===== src/rtl/unified_mem_arbiter_if.sv =====
// Bundle of the IF port, the MEM port and the memory-side command/response signals.
// The arbiter uses the slave modport; the core and memory environment use the master modport.
interface unified_mem_arbiter_if #(
  parameter int AW = 32,
  parameter int DW = 32
) ();
  logic          i_req;
  logic [AW-1:0] i_addr;
  logic          i_ack;
  logic [DW-1:0] i_rdata;
  logic          d_req;
  logic          d_we;
  logic [AW-1:0] d_addr;
  logic [DW-1:0] d_wdata;
  logic          d_ack;
  logic [DW-1:0] d_rdata;
  logic          mem_req;
  logic          mem_we;
  logic [AW-1:0] mem_addr;
  logic [DW-1:0] mem_wdata;
  logic          mem_rvalid;
  logic [DW-1:0] mem_rdata;
  logic          if_stall;
  logic          mem_stall;
  logic          bus_err;

  modport slave (
    input  i_req, i_addr, d_req, d_we, d_addr, d_wdata, mem_rvalid, mem_rdata,
    output i_ack, i_rdata, d_ack, d_rdata, mem_req, mem_we, mem_addr, mem_wdata,
           if_stall, mem_stall, bus_err
  );

  modport master (
    output i_req, i_addr, d_req, d_we, d_addr, d_wdata, mem_rvalid, mem_rdata,
    input  i_ack, i_rdata, d_ack, d_rdata, mem_req, mem_we, mem_addr, mem_wdata,
           if_stall, mem_stall, bus_err
  );
endinterface


===== src/rtl/unified_mem_arbiter.sv =====
// Arbitrates one single-port variable-latency memory between instruction fetch and data access.
// Optional MEM_TIMEOUT_EN adds a BUSY watchdog that aborts with bus_err after TIMEOUT_CYCLES.
module unified_mem_arbiter #(
  parameter int AW             = 32,
  parameter int DW             = 32,
  parameter int STARVE_LIMIT   = 4,
  parameter int TIMEOUT_CYCLES = 16
) (
  input logic                  clk,
  input logic                  rst,
  unified_mem_arbiter_if.slave bus
);

  localparam logic [1:0] IDLE   = 2'd0;
  localparam logic [1:0] BUSY_I = 2'd1;
  localparam logic [1:0] BUSY_D = 2'd2;

  localparam int            SW         = $clog2(STARVE_LIMIT + 1);
  localparam logic [SW-1:0] STARVE_MAX = SW'(STARVE_LIMIT);

  logic [1:0]    state_q, state_d;
  logic [SW-1:0] starve_cnt_q, starve_cnt_d;

  logic          d_wins;
  logic          timeout_hit;
  logic          mem_req_c;
  logic          mem_we_c;
  logic [AW-1:0] mem_addr_c;
  logic [DW-1:0] mem_wdata_c;
  logic          i_ack_c;
  logic          d_ack_c;
  logic [DW-1:0] i_rdata_c;
  logic [DW-1:0] d_rdata_c;
  logic          bus_err_c;

`ifdef MEM_TIMEOUT_EN
  localparam int            TW       = $clog2(TIMEOUT_CYCLES);
  localparam logic [TW-1:0] TMO_LAST = TW'(TIMEOUT_CYCLES - 1);

  logic [TW-1:0] tmo_cnt_q, tmo_cnt_d;

  // Counter sits at zero in IDLE, so every BUSY entry starts from a clean count.
  assign timeout_hit = (state_q != IDLE) && !bus.mem_rvalid && (tmo_cnt_q == TMO_LAST);

  always_comb begin
    tmo_cnt_d = '0;
    if ((state_q != IDLE) && !bus.mem_rvalid && !timeout_hit)
      tmo_cnt_d = tmo_cnt_q + TW'(1);
  end

  always_ff @(posedge clk or posedge rst) begin
    if (rst) tmo_cnt_q <= '0;
    else     tmo_cnt_q <= tmo_cnt_d;
  end
`else
  assign timeout_hit = 1'b0;
`endif

  always_comb begin
    state_d      = state_q;
    starve_cnt_d = starve_cnt_q;
    mem_req_c    = 1'b0;
    mem_we_c     = 1'b0;
    mem_addr_c   = '0;
    mem_wdata_c  = '0;
    i_ack_c      = 1'b0;
    d_ack_c      = 1'b0;
    i_rdata_c    = '0;
    d_rdata_c    = '0;
    bus_err_c    = 1'b0;
    // Data wins unless fetch has already lost STARVE_LIMIT rounds in a row.
    d_wins       = bus.d_req & ~(bus.i_req & (starve_cnt_q == STARVE_MAX));

    case (state_q)
      IDLE: begin
        if (bus.i_req | bus.d_req) begin
          mem_req_c = 1'b1;
          if (d_wins) begin
            mem_we_c    = bus.d_we;
            mem_addr_c  = bus.d_addr;
            mem_wdata_c = bus.d_wdata;
            state_d     = BUSY_D;
            if (bus.i_req && (starve_cnt_q != STARVE_MAX))
              starve_cnt_d = starve_cnt_q + SW'(1);
          end else begin
            mem_addr_c   = bus.i_addr;
            state_d      = BUSY_I;
            starve_cnt_d = '0;
          end
        end
      end
      BUSY_I: begin
        if (bus.mem_rvalid || timeout_hit) begin
          i_ack_c   = 1'b1;
          i_rdata_c = bus.mem_rvalid ? bus.mem_rdata : '0;
          bus_err_c = timeout_hit;
          state_d   = IDLE;
        end
      end
      BUSY_D: begin
        if (bus.mem_rvalid || timeout_hit) begin
          d_ack_c   = 1'b1;
          d_rdata_c = bus.mem_rvalid ? bus.mem_rdata : '0;
          bus_err_c = timeout_hit;
          state_d   = IDLE;
        end
      end
      default: state_d = IDLE;
    endcase
  end

  always_ff @(posedge clk or posedge rst) begin
    if (rst) begin
      state_q      <= IDLE;
      starve_cnt_q <= '0;
    end else begin
      state_q      <= state_d;
      starve_cnt_q <= starve_cnt_d;
    end
  end

  // The command strobe is combinational from the requests, so hold it quiet while in reset.
  assign bus.mem_req   = mem_req_c & ~rst;
  assign bus.mem_we    = mem_we_c & ~rst;
  assign bus.mem_addr  = rst ? '0 : mem_addr_c;
  assign bus.mem_wdata = rst ? '0 : mem_wdata_c;
  assign bus.i_ack     = i_ack_c;
  assign bus.d_ack     = d_ack_c;
  assign bus.i_rdata   = i_rdata_c;
  assign bus.d_rdata   = d_rdata_c;
  assign bus.bus_err   = bus_err_c;
  assign bus.if_stall  = bus.i_req & ~i_ack_c;
  assign bus.mem_stall = bus.d_req & ~d_ack_c;

endmodule

===== src/flat_wrapper.sv =====
// flat-port wrapper written by rule: the top's interface ports become plain ports
module unified_mem_arbiter_flat 
#(
  parameter int AW             = 32,
  parameter int DW             = 32,
  parameter int STARVE_LIMIT   = 4,
  parameter int TIMEOUT_CYCLES = 16
)
  (clk, rst, bus_i_req, bus_i_addr, bus_d_req, bus_d_we, bus_d_addr, bus_d_wdata, bus_mem_rvalid, bus_mem_rdata, bus_i_ack, bus_i_rdata, bus_d_ack, bus_d_rdata, bus_mem_req, bus_mem_we, bus_mem_addr, bus_mem_wdata, bus_if_stall, bus_mem_stall, bus_bus_err);
  unified_mem_arbiter_if #(.AW(AW), .DW(DW)) bus_i ();
  input logic clk;
  input logic rst;
  input wire logic [$bits(bus_i.i_req)-1:0] bus_i_req;
  input wire logic [$bits(bus_i.i_addr)-1:0] bus_i_addr;
  input wire logic [$bits(bus_i.d_req)-1:0] bus_d_req;
  input wire logic [$bits(bus_i.d_we)-1:0] bus_d_we;
  input wire logic [$bits(bus_i.d_addr)-1:0] bus_d_addr;
  input wire logic [$bits(bus_i.d_wdata)-1:0] bus_d_wdata;
  input wire logic [$bits(bus_i.mem_rvalid)-1:0] bus_mem_rvalid;
  input wire logic [$bits(bus_i.mem_rdata)-1:0] bus_mem_rdata;
  output wire logic [$bits(bus_i.i_ack)-1:0] bus_i_ack;
  output wire logic [$bits(bus_i.i_rdata)-1:0] bus_i_rdata;
  output wire logic [$bits(bus_i.d_ack)-1:0] bus_d_ack;
  output wire logic [$bits(bus_i.d_rdata)-1:0] bus_d_rdata;
  output wire logic [$bits(bus_i.mem_req)-1:0] bus_mem_req;
  output wire logic [$bits(bus_i.mem_we)-1:0] bus_mem_we;
  output wire logic [$bits(bus_i.mem_addr)-1:0] bus_mem_addr;
  output wire logic [$bits(bus_i.mem_wdata)-1:0] bus_mem_wdata;
  output wire logic [$bits(bus_i.if_stall)-1:0] bus_if_stall;
  output wire logic [$bits(bus_i.mem_stall)-1:0] bus_mem_stall;
  output wire logic [$bits(bus_i.bus_err)-1:0] bus_bus_err;
  assign bus_i.i_req = bus_i_req;
  assign bus_i.i_addr = bus_i_addr;
  assign bus_i.d_req = bus_d_req;
  assign bus_i.d_we = bus_d_we;
  assign bus_i.d_addr = bus_d_addr;
  assign bus_i.d_wdata = bus_d_wdata;
  assign bus_i.mem_rvalid = bus_mem_rvalid;
  assign bus_i.mem_rdata = bus_mem_rdata;
  assign bus_i_ack = bus_i.i_ack;
  assign bus_i_rdata = bus_i.i_rdata;
  assign bus_d_ack = bus_i.d_ack;
  assign bus_d_rdata = bus_i.d_rdata;
  assign bus_mem_req = bus_i.mem_req;
  assign bus_mem_we = bus_i.mem_we;
  assign bus_mem_addr = bus_i.mem_addr;
  assign bus_mem_wdata = bus_i.mem_wdata;
  assign bus_if_stall = bus_i.if_stall;
  assign bus_mem_stall = bus_i.mem_stall;
  assign bus_bus_err = bus_i.bus_err;
  unified_mem_arbiter #(.AW(AW), .DW(DW), .STARVE_LIMIT(STARVE_LIMIT), .TIMEOUT_CYCLES(TIMEOUT_CYCLES)) u_core (.clk(clk), .rst(rst), .bus(bus_i));
endmodule

===== config.mk =====
export PLATFORM = sky130hd
export DESIGN_NAME = unified_mem_arbiter_flat
export DESIGN_NICKNAME = d
export VERILOG_FILES = /design/src/rtl/unified_mem_arbiter_if.sv /design/src/rtl/unified_mem_arbiter.sv /design/src/flat_wrapper.sv
export SDC_FILE = /design/constraint.sdc
export NUM_CORES = 1
export LEC_CHECK = 0
export CAP_MARGIN = 25
export CELL_PAD_IN_SITES_DETAIL_PLACEMENT = 0
export CELL_PAD_IN_SITES_GLOBAL_PLACEMENT = 1
export CORE_AREA = 2 2 104 106
export CTS_BUF_LIST = sky130_fd_sc_hd__clkbuf_8
export CTS_CLUSTER_SIZE = 24
export DETAILED_ROUTE_END_ITERATION = 8
export DIE_AREA = 0 0 106 108
export DONT_BUFFER_PORTS = 1
export PLACE_DENSITY_LB_ADDON = 0.1
export SLEW_MARGIN = 20
export SYNTH_ARGS = -nofsm -noshare
export SYNTH_HDL_FRONTEND = slang
export SYNTH_SLANG_ARGS = --single-unit

===== constraint.sdc =====
create_clock -name clk -period 5.1 [get_ports clk]
set_input_delay 1.53 -clock clk [delete_from_list [all_inputs] [get_ports clk]]
set_output_delay 1.53 -clock clk [all_outputs]
set_load 0.01 [all_outputs]

# [Word level (Yosys, flattened, before mapping)]
# Index checks and enable logic that the tools add are counted.
[word_totals] reg_bits=5 latchBits=0 ramBits=0 rom_bits=0 out_inout_bits=135 word_cells=51 mem_count=0
[classes] n_addsub=1 mul=0 div=0 n_lt_le_gt_ge=0 eq_ne=7 shift=0 mux=25 n_bitwise=11 n_reduce_logical=5
[ops] cell="2-to-1 mux 32 bit" count=11
[ops] cell="2-to-1 mux 1 bit" count=8
[ops] cell="AND 1 bit" count=6
[ops] cell="2-to-1 mux 2 bit" count=3
[ops] cell="2-to-1 mux 3 bit" count=2
[ops] cell="!= test 2 x 1 -> 1 bit, second input constant" count=2
[ops] cell="NOT 1 bit" count=4
[ops] cell="case mux 2 bit (2 select lines)" count=1
[ops] cell="adder 3 x 1 -> 3 bit, second input constant" count=1
[ops] cell="equality test 3 bit, second input constant" count=1
[ops] cell="!= test 3 bit, second input constant" count=1
[ops] cell="AND reduction 3 bit" count=1
[ops] cell="equality test 2 x 1 -> 1 bit, second input constant" count=1
[ops] cell="equality test 2 bit, second input constant" count=1
[ops] cell="zero test 2 bit" count=1
[ops] cell="!= test 2 bit, second input constant" count=1
[ops] cell="AND reduction 2 bit" count=1
[ops] cell="OR reduction 2 bit" count=1
[ops] cell="logical AND 1 bit" count=1
[ops] cell="OR 1 bit" count=1

# [Depth between registers and ports, before layout]
# Gate-level depths: netlist of the first run.
[logic_depth] word_depth=8 depth_mapped=6

# [Least setup slack after synthesis of the first run]
# No wires, ideal clock.
[synth_timing] kind="input -> output" startpoint="input port rst" endpoint="output port bus_mem_addr[24]" arrival_time_ns=2.272 path_slack_ns=1.298 cell_stages=4 path_buffers=1 path_cell_list="and2b_4 -> buf_2 -> and4_4 -> a31o_1"
[synth_between] elab_chain_cells=1
[synth_lines] item="start: declaration" line="flat_wrapper.sv:12" text="input logic rst;"
[synth_lines] item="2-to-1 mux 32 bit" line="unified_mem_arbiter.sv:125" text="assign bus.mem_addr = rst ? '0 : mem_addr_c;"
[synth_lines] item="end: declaration" line="flat_wrapper.sv:27" text="output wire logic [$bits(bus_i.mem_addr)-1:0] bus_mem_addr;"
# Every way passes these cells.

# [Worst setup path in the final report of the first run]
[layout_timing] startpoint="input port bus_i_req" endpoint="output port bus_mem_addr[29]"
[layout_between] elab_chain_cells=7
[layout_lines] item="start: declaration" line="flat_wrapper.sv:13" text="input wire logic [$bits(bus_i.i_req)-1:0] bus_i_req;"
[layout_lines] item="AND 1 bit" line="unified_mem_arbiter.sv:72" text="d_wins = bus.d_req & ~(bus.i_req & (starve_cnt_q == STARVE_MAX));"
[layout_lines] item="NOT 1 bit" line="unified_mem_arbiter.sv:72"
[layout_lines] item="AND 1 bit" line="unified_mem_arbiter.sv:72"
[layout_lines] item="2-to-1 mux 32 bit" line="unified_mem_arbiter.sv:78" text="if (d_wins) begin"
[layout_lines] item="2-to-1 mux 32 bit *" line="unified_mem_arbiter.sv:76" text="if (bus.i_req | bus.d_req) begin"
[layout_lines] item="2-to-1 mux 32 bit *" line="unified_mem_arbiter.sv:74" text="case (state_q)"
[layout_lines] item="2-to-1 mux 32 bit *" line="unified_mem_arbiter.sv:125"
# Every way passes the cells marked *; elsewhere a longest branch is shown, timed or not.

==> flow_metrics.env, run 1 <==
export IMPL_worstPathRequired_ns=3.57
export IMPL_cp_num_buf_inv=0
export IMPL_drc=0
export IMPL_critical_path_class="input port to primary output"
export IMPL_clk_latency_ns=0.22
export IMPL_syn_nets=378
export IMPL_final_nets=351
export IMPL_pin_count=269
export IMPL_grt_antenna_before_repair=0
export IMPL_path_cells="nand3_4 > nand2_2 > a31o_1"
export IMPL_grt_start_max_net_pins=68
export IMPL_die_w_um=106
export IMPL_worstMarginPinSlew_ns=0.8835
export IMPL_critPathLaunchType="input port"
export IMPL_ys_warn_count=0
export IMPL_syn_area_per_cell_um2=7.481
export IMPL_post_route_period_util_pct=84.47
export IMPL_final_common_cell="and3_1"
export IMPL_gp_congestion=0.7452
export IMPL_core_mm2=0.01023
export IMPL_drive_above_1_share_pct=6.635
export IMPL_place_hpwl_um=5263
export IMPL_status="completed"
export IMPL_first_global_vias=1642
export IMPL_grt_usage_pct=10.19
export IMPL_seqCellArea_um2=125.1
export IMPL_num_rows=37
export IMPL_postCtsResizedCells=0
export IMPL_worstPathMaxFanout=36
export IMPL_peakVddDrop_mv=0.1476
export IMPL_area_growth_pct=1.050
export IMPL_ctsHoldBuffers=0
export IMPL_drt_pass1_iterations=4
export IMPL_mostFrequentLayoutCells="and3_1 (64), and2_1 (35), a31o_1 (32)"
export IMPL_hold_viol=0
export IMPL_synth_edf_count=0
export IMPL_routed_wl_um=6892
export IMPL_maxSlewHeadroom_pct=41.10
export IMPL_fmax_mhz=232.1
export IMPL_fin_setup_tns_ns=0
export IMPL_end_kind="primary output"
export IMPL_rsz0062_at_grt="false"
export IMPL_vias=1786
export IMPL_synth_flop_cell="dfrtp_1"
export IMPL_synth_cell_types=31
export IMPL_design_area_mm2=0.001807
export IMPL_cts_buffers=3
export IMPL_gr_total_overflow=0
export IMPL_cts_setup_buffers=0
export IMPL_clock_sinks=5
export IMPL_ant_nets=0
export IMPL_cts_clk_slew_worst_paths_ns=0.04
export IMPL_crit_arrival_ns=2.78
export IMPL_cpPeakStageDelay_ns=0.61
export IMPL_setup_viol=0
export IMPL_placed_area_mm2=0.001762
export IMPL_powerDensity_mw_per_mm2=300.9
export IMPL_syn_area_mm2=0.001788
export IMPL_cts_htree_levels=1
export IMPL_multi_input_area_mm2=0.001429
export IMPL_detail_route_wl_per_cell_um=19.86
export IMPL_report_final_slew_viol_count=0
export IMPL_power_leakage_nw=0.9004
export IMPL_io_buffers=0
export IMPL_crit_family="simple AND/OR/NAND/NOR gates"
export IMPL_avgViaCountPerCell=5.147
export IMPL_fillers=1187
export IMPL_design_die_area_mm2=0.01145
export IMPL_fin_crit_ns=4.308
export IMPL_async_flop_share_pct=100.0
export IMPL_syn_instance_count=239
export IMPL_dieHeight_um=108
export IMPL_initial_core_util_pct=17.48
export IMPL_min_path_type="flop to flop"
export IMPL_root_buffer="clkbuf_8"
export IMPL_antennaDiodeCount=0
export IMPL_synth_seq_cells=5
export IMPL_tritoncts="done"
export IMPL_drt_iter0_markers=69
export IMPL_cts_path_max_buffers=2
export IMPL_grt_first_pass_wirelength_um=9287
export IMPL_fin_skew_ns=0.0007913
export IMPL_max_cap_viol_count=0
export IMPL_crit_slowest_cell="nand2_2"
export IMPL_seq_area_frac_synth_pct=6.998
final timing paths:
kind | startpoint | end | slack, ns | cells past startpoint
hold / removal | u_core.state_q[1] | u_core.state_q[1] | 0.52 | 1
setup reg to reg | u_core.starve_cnt_q[0] | u_core.starve_cnt_q[1] | 3.18 | 5
setup / recovery | bus_i_req | bus_mem_addr[29] | 0.79 | 3
min in group asynchronous | rst | u_core.state_q[1] | 1.11 | 1
hold reg to reg | u_core.state_q[1] | u_core.state_q[1] | 0.52 | 1
max in group asynchronous | rst | u_core.starve_cnt_q[2] | 3.80 | 1
cells in the mapped netlist, types with 3 or more instances:
library cell,count,area [µm²]
clkbuf_1,16,60.06
inv_1,7,26.28
and3_1,64,400.4
buf_6,9,101.4
ha_1,5,62.56
and4_1,29,254.0
dfrtp_1,5,125.1
and2_1,35,219.0
and4_4,3,33.78
a31o_1,32,280.3
buf_2,7,35.03
nand2_1,3,11.26
o21ai_1,4,20.02
stage by stage:
step	setup WS (ns)	power, W	hold slack [ns]	utilization [%]	instances
after global placement	0.8406	0.0004856	0.5177	17.22	343
after CTS	0.7628	0.0005533	0.5267	17.66	347
after global routing	0.6157	0.0005925	0.5432	17.66	347
after detailed placement	0.7625	0.0004773	0.5197	17.22	343
final	0.7922	0.0005436	0.5215	17.66	347
after floorplan	1.298	0.0004430	0.4708	-	239
power breakdown:
part           switching, W  internal [W]  leakage, nW  total (W)
sequential        0.0000139     0.0000541       0.0658  0.0000680
combinational      0.000269      0.000135        0.808   0.000404
clock             0.0000199     0.0000516       0.0269  0.0000715
logic make-up (layout without fill, tap and decap cells):
| family | Yosys count | after routing | synth area share, % |
|---|---|---|---|
| flops | 5 | 5 | 6.998 |
| buf+inv | 41 | 13 | 13.09 |
| other cells | 1 | 1 | 0.2097 |
| compound gates | 40 | 40 | 18.75 |
| simple gates | 147 | 147 | 57.45 |
| fa+ha+maj | 5 | 5 | 3.499 |
area by class of cell:
type,count,area share (%)
multi-input combinational,193,79.09
clock buffer,3,2.285
clock inverter,1,0.2078
sequential,5,6.925
tap,136,9.418
timing repair buffer,1,0.4155
inverter,8,1.662
state kept, by name, summed over array words and instances, names as in the netlist:
| register | cells |
|---|---|
| u_core.state_q | 2 |
| u_core.starve_cnt_q | 3 |
metal layers:
metal / wire length, µm / global-route usage [%]
met5: 0 / 0
met2: 3719 / 19.54
met4: 16 / 0.8459
met3: 489 / 1.507
met1: 2667 / 12.50
(Power assumes the default switching activity.)
==> run 2: changes to the inputs <==
==> constraint.sdc (replaced) <==
create_clock -name clk -period 4.3 [get_ports clk]
set_input_delay 1.29 -clock clk [delete_from_list [all_inputs] [get_ports clk]]
set_output_delay 1.29 -clock clk [all_outputs]
set_load 0.01 [all_outputs]
==> flow_metrics.env, run 2 (synthesis gave the netlist of run 1 again) <==
export IMPL_status="completed"
export IMPL_mostFrequentLayoutCells="and3_1 (64), and2_1 (35), a31o_1 (32)"
export IMPL_cts_htree_levels=1
export IMPL_post_place_ws_ns=0.6284
export IMPL_multi_input_area_mm2=0.001429
export IMPL_cts_buffers=3
export IMPL_drt_iter0_markers=31
export IMPL_grt_first_pass_wirelength_um=8562
export IMPL_maxSlewHeadroom_pct=41.85
export IMPL_drt_pass1_iterations=4
export IMPL_worst_slack_ns=0.6473
export IMPL_report_final_slew_viol_count=0
export IMPL_fin_skew_ns=0.001843
export IMPL_initial_core_util_pct=17.48
export IMPL_fin_setup_tns_ns=0
export IMPL_area_growth_pct=1.470
export IMPL_hold_viol=0
export IMPL_final_nets=352
export IMPL_worstMarginPinSlew_ns=0.8722
export IMPL_num_rows=37
export IMPL_fmax_mhz=273.8
export IMPL_crit_family="simple AND/OR/NAND/NOR gates"
export IMPL_detail_route_wl_per_cell_um=18.92
export IMPL_tritoncts="done"
export IMPL_max_cap_viol_count=0
export IMPL_grt_usage_pct=9.399
export IMPL_cpPeakStageDelay_ns=0.43
export IMPL_largest_reg_flops=3
export IMPL_min_path_type="flop to flop"
export IMPL_hold_end="u_core.starve_cnt_q[1]"
export IMPL_design_die_area_mm2=0.01145
export IMPL_pin_count=269
export IMPL_antennaDiodeCount=0
export IMPL_vias=1782
export IMPL_rsz0062_at_grt="false"
export IMPL_final_common_cell="and3_1"
export IMPL_dieHeight_um=108
export IMPL_gr_total_overflow=0
export IMPL_gp_congestion=0.7535
export IMPL_crit_slowest_cell="and2b_4"
export IMPL_reg2reg_from="u_core.starve_cnt_q[0]"
export IMPL_finalNonFillerCells=348
export IMPL_cts_setup_buffers=0
export IMPL_rrSetupSlack_ns=2.69
export IMPL_seqCellArea_um2=125.1
export IMPL_worstPathMaxFanout=33
export IMPL_first_global_vias=1537
export IMPL_cp_num_buf_inv=0
export IMPL_root_buffer="clkbuf_8"
export IMPL_drive_above_1_share_pct=7.075
export IMPL_die_w_um=106
export IMPL_postCtsResizedCells=0
export IMPL_peakVddDrop_mv=0.1342
export IMPL_fin_crit_ns=3.653
export IMPL_grt_start_max_net_pins=68
export IMPL_powerDensity_mw_per_mm2=352.1
export IMPL_avgViaCountPerCell=5.121
export IMPL_critical_path_class="input port to primary output"
export IMPL_grt_antenna_before_repair=0
export IMPL_drc=0
export IMPL_top_regs="u_core.starve_cnt_q x3, u_core.state_q x2"
export IMPL_worst_r2r_path_depth=5
export IMPL_core_mm2=0.01023
export IMPL_r2r_end="u_core.starve_cnt_q[1]"
export IMPL_setup_viol=0
export IMPL_crit_arrival_ns=2.36
export IMPL_critPathLaunchType="input port"
export IMPL_post_route_period_util_pct=84.95
export IMPL_end_kind="primary output"
export IMPL_io_buffers=0
export IMPL_worstHoldStart="u_core.starve_cnt_q[1]"
export IMPL_clk_latency_ns=0.22
export IMPL_worstPathRequired_ns=3.01
export IMPL_place_hpwl_um=5117
export IMPL_cts_clk_slew_worst_paths_ns=0.04
export IMPL_routed_wl_um=6583
export IMPL_ant_nets=0
export IMPL_dp_cells=344
export IMPL_path_cells="and2b_4 > and3_4 > and2_1"
export IMPL_regMostFlops="u_core.starve_cnt_q"
export IMPL_power_leakage_nw=0.9046
export IMPL_fillers=1182
export IMPL_clock_sinks=5
export IMPL_ctsHoldBuffers=0
export IMPL_cts_path_max_buffers=2
export IMPL_hold_path_cell_count=2
## run 2: cell type report
cell class / instances / share of cell area [%]
Inverter: 8 / 1.655
Multi-Input combinational cell: 193 / 78.76
Sequential cell: 5 / 6.897
Tap cell: 136 / 9.379
Timing Repair Buffer: 2 / 0.8276
Clock buffer: 3 / 2.276
Clock inverter: 1 / 0.2069
## run 2: per-stage QoR
step / utilization, % / instance area (µm²) / power [W] / hold WS, ns
detailed placement: 17.29 / 1769 / 0.0005667 / 0.5170
floorplan: - / 1788 / 0.0005255 / 0.4708
CTS: 17.73 / 1814 / 0.0006526 / 0.5223
global placement: 17.29 / 1769 / 0.0005717 / 0.5167
finish: 17.73 / 1814 / 0.0006389 / 0.5176
global route: 17.73 / 1814 / 0.0006943 / 0.5439
## run 2: routing by layer
layer	vias up	global-route usage (%)	part of all wire, %
met5	-	0	0
met4	0	0.8459	0.17
met3	2	1.627	7.3
met2	122	18.53	54
met1	817	10.96	39
li1	841	-	-
## run 2: worst register-to-register path: cells and delay by family, from the launching register on
kind            cells  cell delay, ns
compound gates      1            0.15
buf+inv             1            0.07
simple gates        2            0.63
fa+ha+maj           1            0.21
flops               1            0.41
## run 2: worst max-delay path by stage
stage / start / end / slack (ns) / cells past startpoint
CTS: rst / bus_mem_wdata[13] / 0.64 / 3
global route: rst / bus_mem_wdata[19] / 0.57 / 3
floorplan: rst / bus_mem_addr[24] / 0.98 / 4
global placement: rst / bus_mem_wdata[13] / 0.68 / 3
finish: rst / bus_mem_wdata[19] / 0.65 / 3
detailed placement: rst / bus_mem_wdata[13] / 0.63 / 3
## run 2: report_power, final
part / total [W] / internal, W / switching, W
clock: 0.0000842 / 0.0000612 / 0.0000230
combinational: 0.000475 / 0.000160 / 0.000314
sequential: 0.0000800 / 0.0000642 / 0.0000159
total: 0.000639 / 0.000286 / 0.000353
==> run 3: changes to the inputs <==
==> constraint.sdc (replaced) <==
create_clock -name clk -period 3.5 [get_ports clk]
set_input_delay 1.05 -clock clk [delete_from_list [all_inputs] [get_ports clk]]
set_output_delay 1.05 -clock clk [all_outputs]
set_load 0.01 [all_outputs]
==> flow_metrics.env, run 3 (synthesis gave the netlist of run 1 again) <==
export IMPL_r2r_end="u_core.state_q[0]"
export IMPL_setup_viol=0
export IMPL_tritoncts="done"
export IMPL_max_cap_viol_count=0
export IMPL_design_die_area_mm2=0.01145
export IMPL_drc=0
export IMPL_routed_wl_um=6725
export IMPL_gp_congestion=0.7555
export IMPL_seqCellArea_um2=125.1
export IMPL_gr_total_overflow=0
export IMPL_largest_reg_flops=3
export IMPL_ant_nets=0
export IMPL_core_mm2=0.01023
export IMPL_endpoint="bus_mem_addr[29]"
export IMPL_worstPathMaxFanout=32
export IMPL_regMostFlops="u_core.starve_cnt_q"
export IMPL_cts_buffers=3
export IMPL_area_growth_pct=3.849
export IMPL_rsz0062_at_grt="false"
export IMPL_report_final_slew_viol_count=0
export IMPL_drt_iter0_markers=83
export IMPL_cts_htree_levels=1
export IMPL_detail_route_wl_per_cell_um=19.11
export IMPL_rrSetupSlack_ns=2.06
export IMPL_cts_path_max_buffers=2
export IMPL_avgViaCountPerCell=5.134
export IMPL_grt_antenna_before_repair=0
export IMPL_end_kind="primary output"
export IMPL_worst_r2r_path_depth=6
export IMPL_status="completed"
export IMPL_post_place_ws_ns=0.3730
export IMPL_worstSetupStartpoint="u_core.state_q[1]"
export IMPL_num_rows=37
export IMPL_fin_setup_tns_ns=0
export IMPL_worst_slack_ns=0.3820
export IMPL_fmax_mhz=320.7
export IMPL_drive_above_1_share_pct=8.796
export IMPL_min_path_type="flop to flop"
export IMPL_multi_input_area_mm2=0.001429
export IMPL_top_regs="u_core.starve_cnt_q x3, u_core.state_q x2"
export IMPL_io_buffers=0
export IMPL_clk_latency_ns=0.22
export IMPL_vias=1807
export IMPL_critical_path_class="flop to primary output"
export IMPL_fin_skew_ns=0.0004681
export IMPL_hold_viol=0
export IMPL_crit_arrival_ns=2.07
export IMPL_power_leakage_nw=0.9295
export IMPL_final_nets=356
export IMPL_drt_pass1_iterations=4
export IMPL_worstPathRequired_ns=2.45
export IMPL_clock_sinks=5
export IMPL_dieHeight_um=108
export IMPL_fillers=1189
export IMPL_power_w=0.0008065
export IMPL_peakVddDrop_mv=0.1496
export IMPL_ctsHoldBuffers=0
export IMPL_first_global_vias=1619
export IMPL_antennaDiodeCount=0
export IMPL_postCtsResizedCells=0
export IMPL_initial_core_util_pct=17.48
export IMPL_critPathLaunchType="flop"
export IMPL_final_util_pct=18.15
export IMPL_post_route_period_util_pct=89.09
export IMPL_powerDensity_mw_per_mm2=434.3
export IMPL_mostFrequentLayoutCells="and3_1 (64), and2_1 (35), a31o_1 (32)"
export IMPL_grt_usage_pct=9.788
export IMPL_final_common_cell="and3_1"
export IMPL_fin_crit_ns=3.118
export IMPL_grt_start_max_net_pins=68
export IMPL_root_buffer="clkbuf_8"
export IMPL_cts_setup_buffers=0
export IMPL_pin_count=269
export IMPL_grt_first_pass_wirelength_um=8942
export IMPL_place_hpwl_um=5285
export IMPL_reg2reg_from="u_core.starve_cnt_q[0]"
export IMPL_die_w_um=106
export IMPL_cts_clk_slew_worst_paths_ns=0.04
run 3: cell types whose count changed in the layout (fill, tap and decap cells not counted):
cell	change
buf_4	+3
buf_12	+1
run 3: worst min path at each step:
stage / cells after the start / to / start
CTS: 1 / u_core.starve_cnt_q[0] / u_core.starve_cnt_q[0]
global placement: 1 / u_core.starve_cnt_q[0] / u_core.starve_cnt_q[0]
detailed placement: 1 / u_core.starve_cnt_q[0] / u_core.starve_cnt_q[0]
global route: 1 / u_core.starve_cnt_q[0] / u_core.starve_cnt_q[0]
finish: 1 / u_core.starve_cnt_q[0] / u_core.starve_cnt_q[0]
floorplan: 1 / u_core.starve_cnt_q[0] / u_core.starve_cnt_q[0]
run 3: critical path: stages (launching register included):
cell and delay (ns):
dfrtp_1 0.39, inv_1 0.09, ha_1 0.31, inv_2 0.09, nor3_4 0.29, buf_4 0.37
a31o_1 0.28
run 3: stage by stage:
stage	cell area [µm²]	hold WS, ns	instances
final	1857	0.5096	352
after global routing	1857	0.5475	352
after CTS	1857	0.5093	352
after detailed placement	1812	0.5035	348
after global placement	1812	0.5130	348
after floorplan	1788	0.4708	239
run 3: cell type report:
type / count / share of cell area [%]
multi-input cells: 193 / 76.95
inverters: 8 / 1.617
flip-flops and latches: 5 / 6.739
clock inverters: 1 / 0.2022
well taps: 136 / 9.164
clock buffers: 3 / 2.224
repair buffers: 6 / 3.100
run 3: routing by layer:
| layer | track usage [%] | wire length, µm | vias up |
|---|---|---|---|
| li1 | - | - | 849 |
| met1 | 11.12 | 2580 | 832 |
| met2 | 19.22 | 3617 | 122 |
| met3 | 1.748 | 489 | 4 |
| met4 | 1.692 | 38 | 0 |
| met5 | 0 | 0 | - |
run 3: power breakdown:
| group | internal, W | total [W] | switching, W | leakage, nW |
|---|---|---|---|---|
| registers | 0.0000788 | 0.0000982 | 0.0000194 | 0.0658 |
| clock network | 0.0000753 | 0.000105 | 0.0000294 | 0.0269 |
| logic | 0.000211 | 0.000604 | 0.000392 | 0.837 |
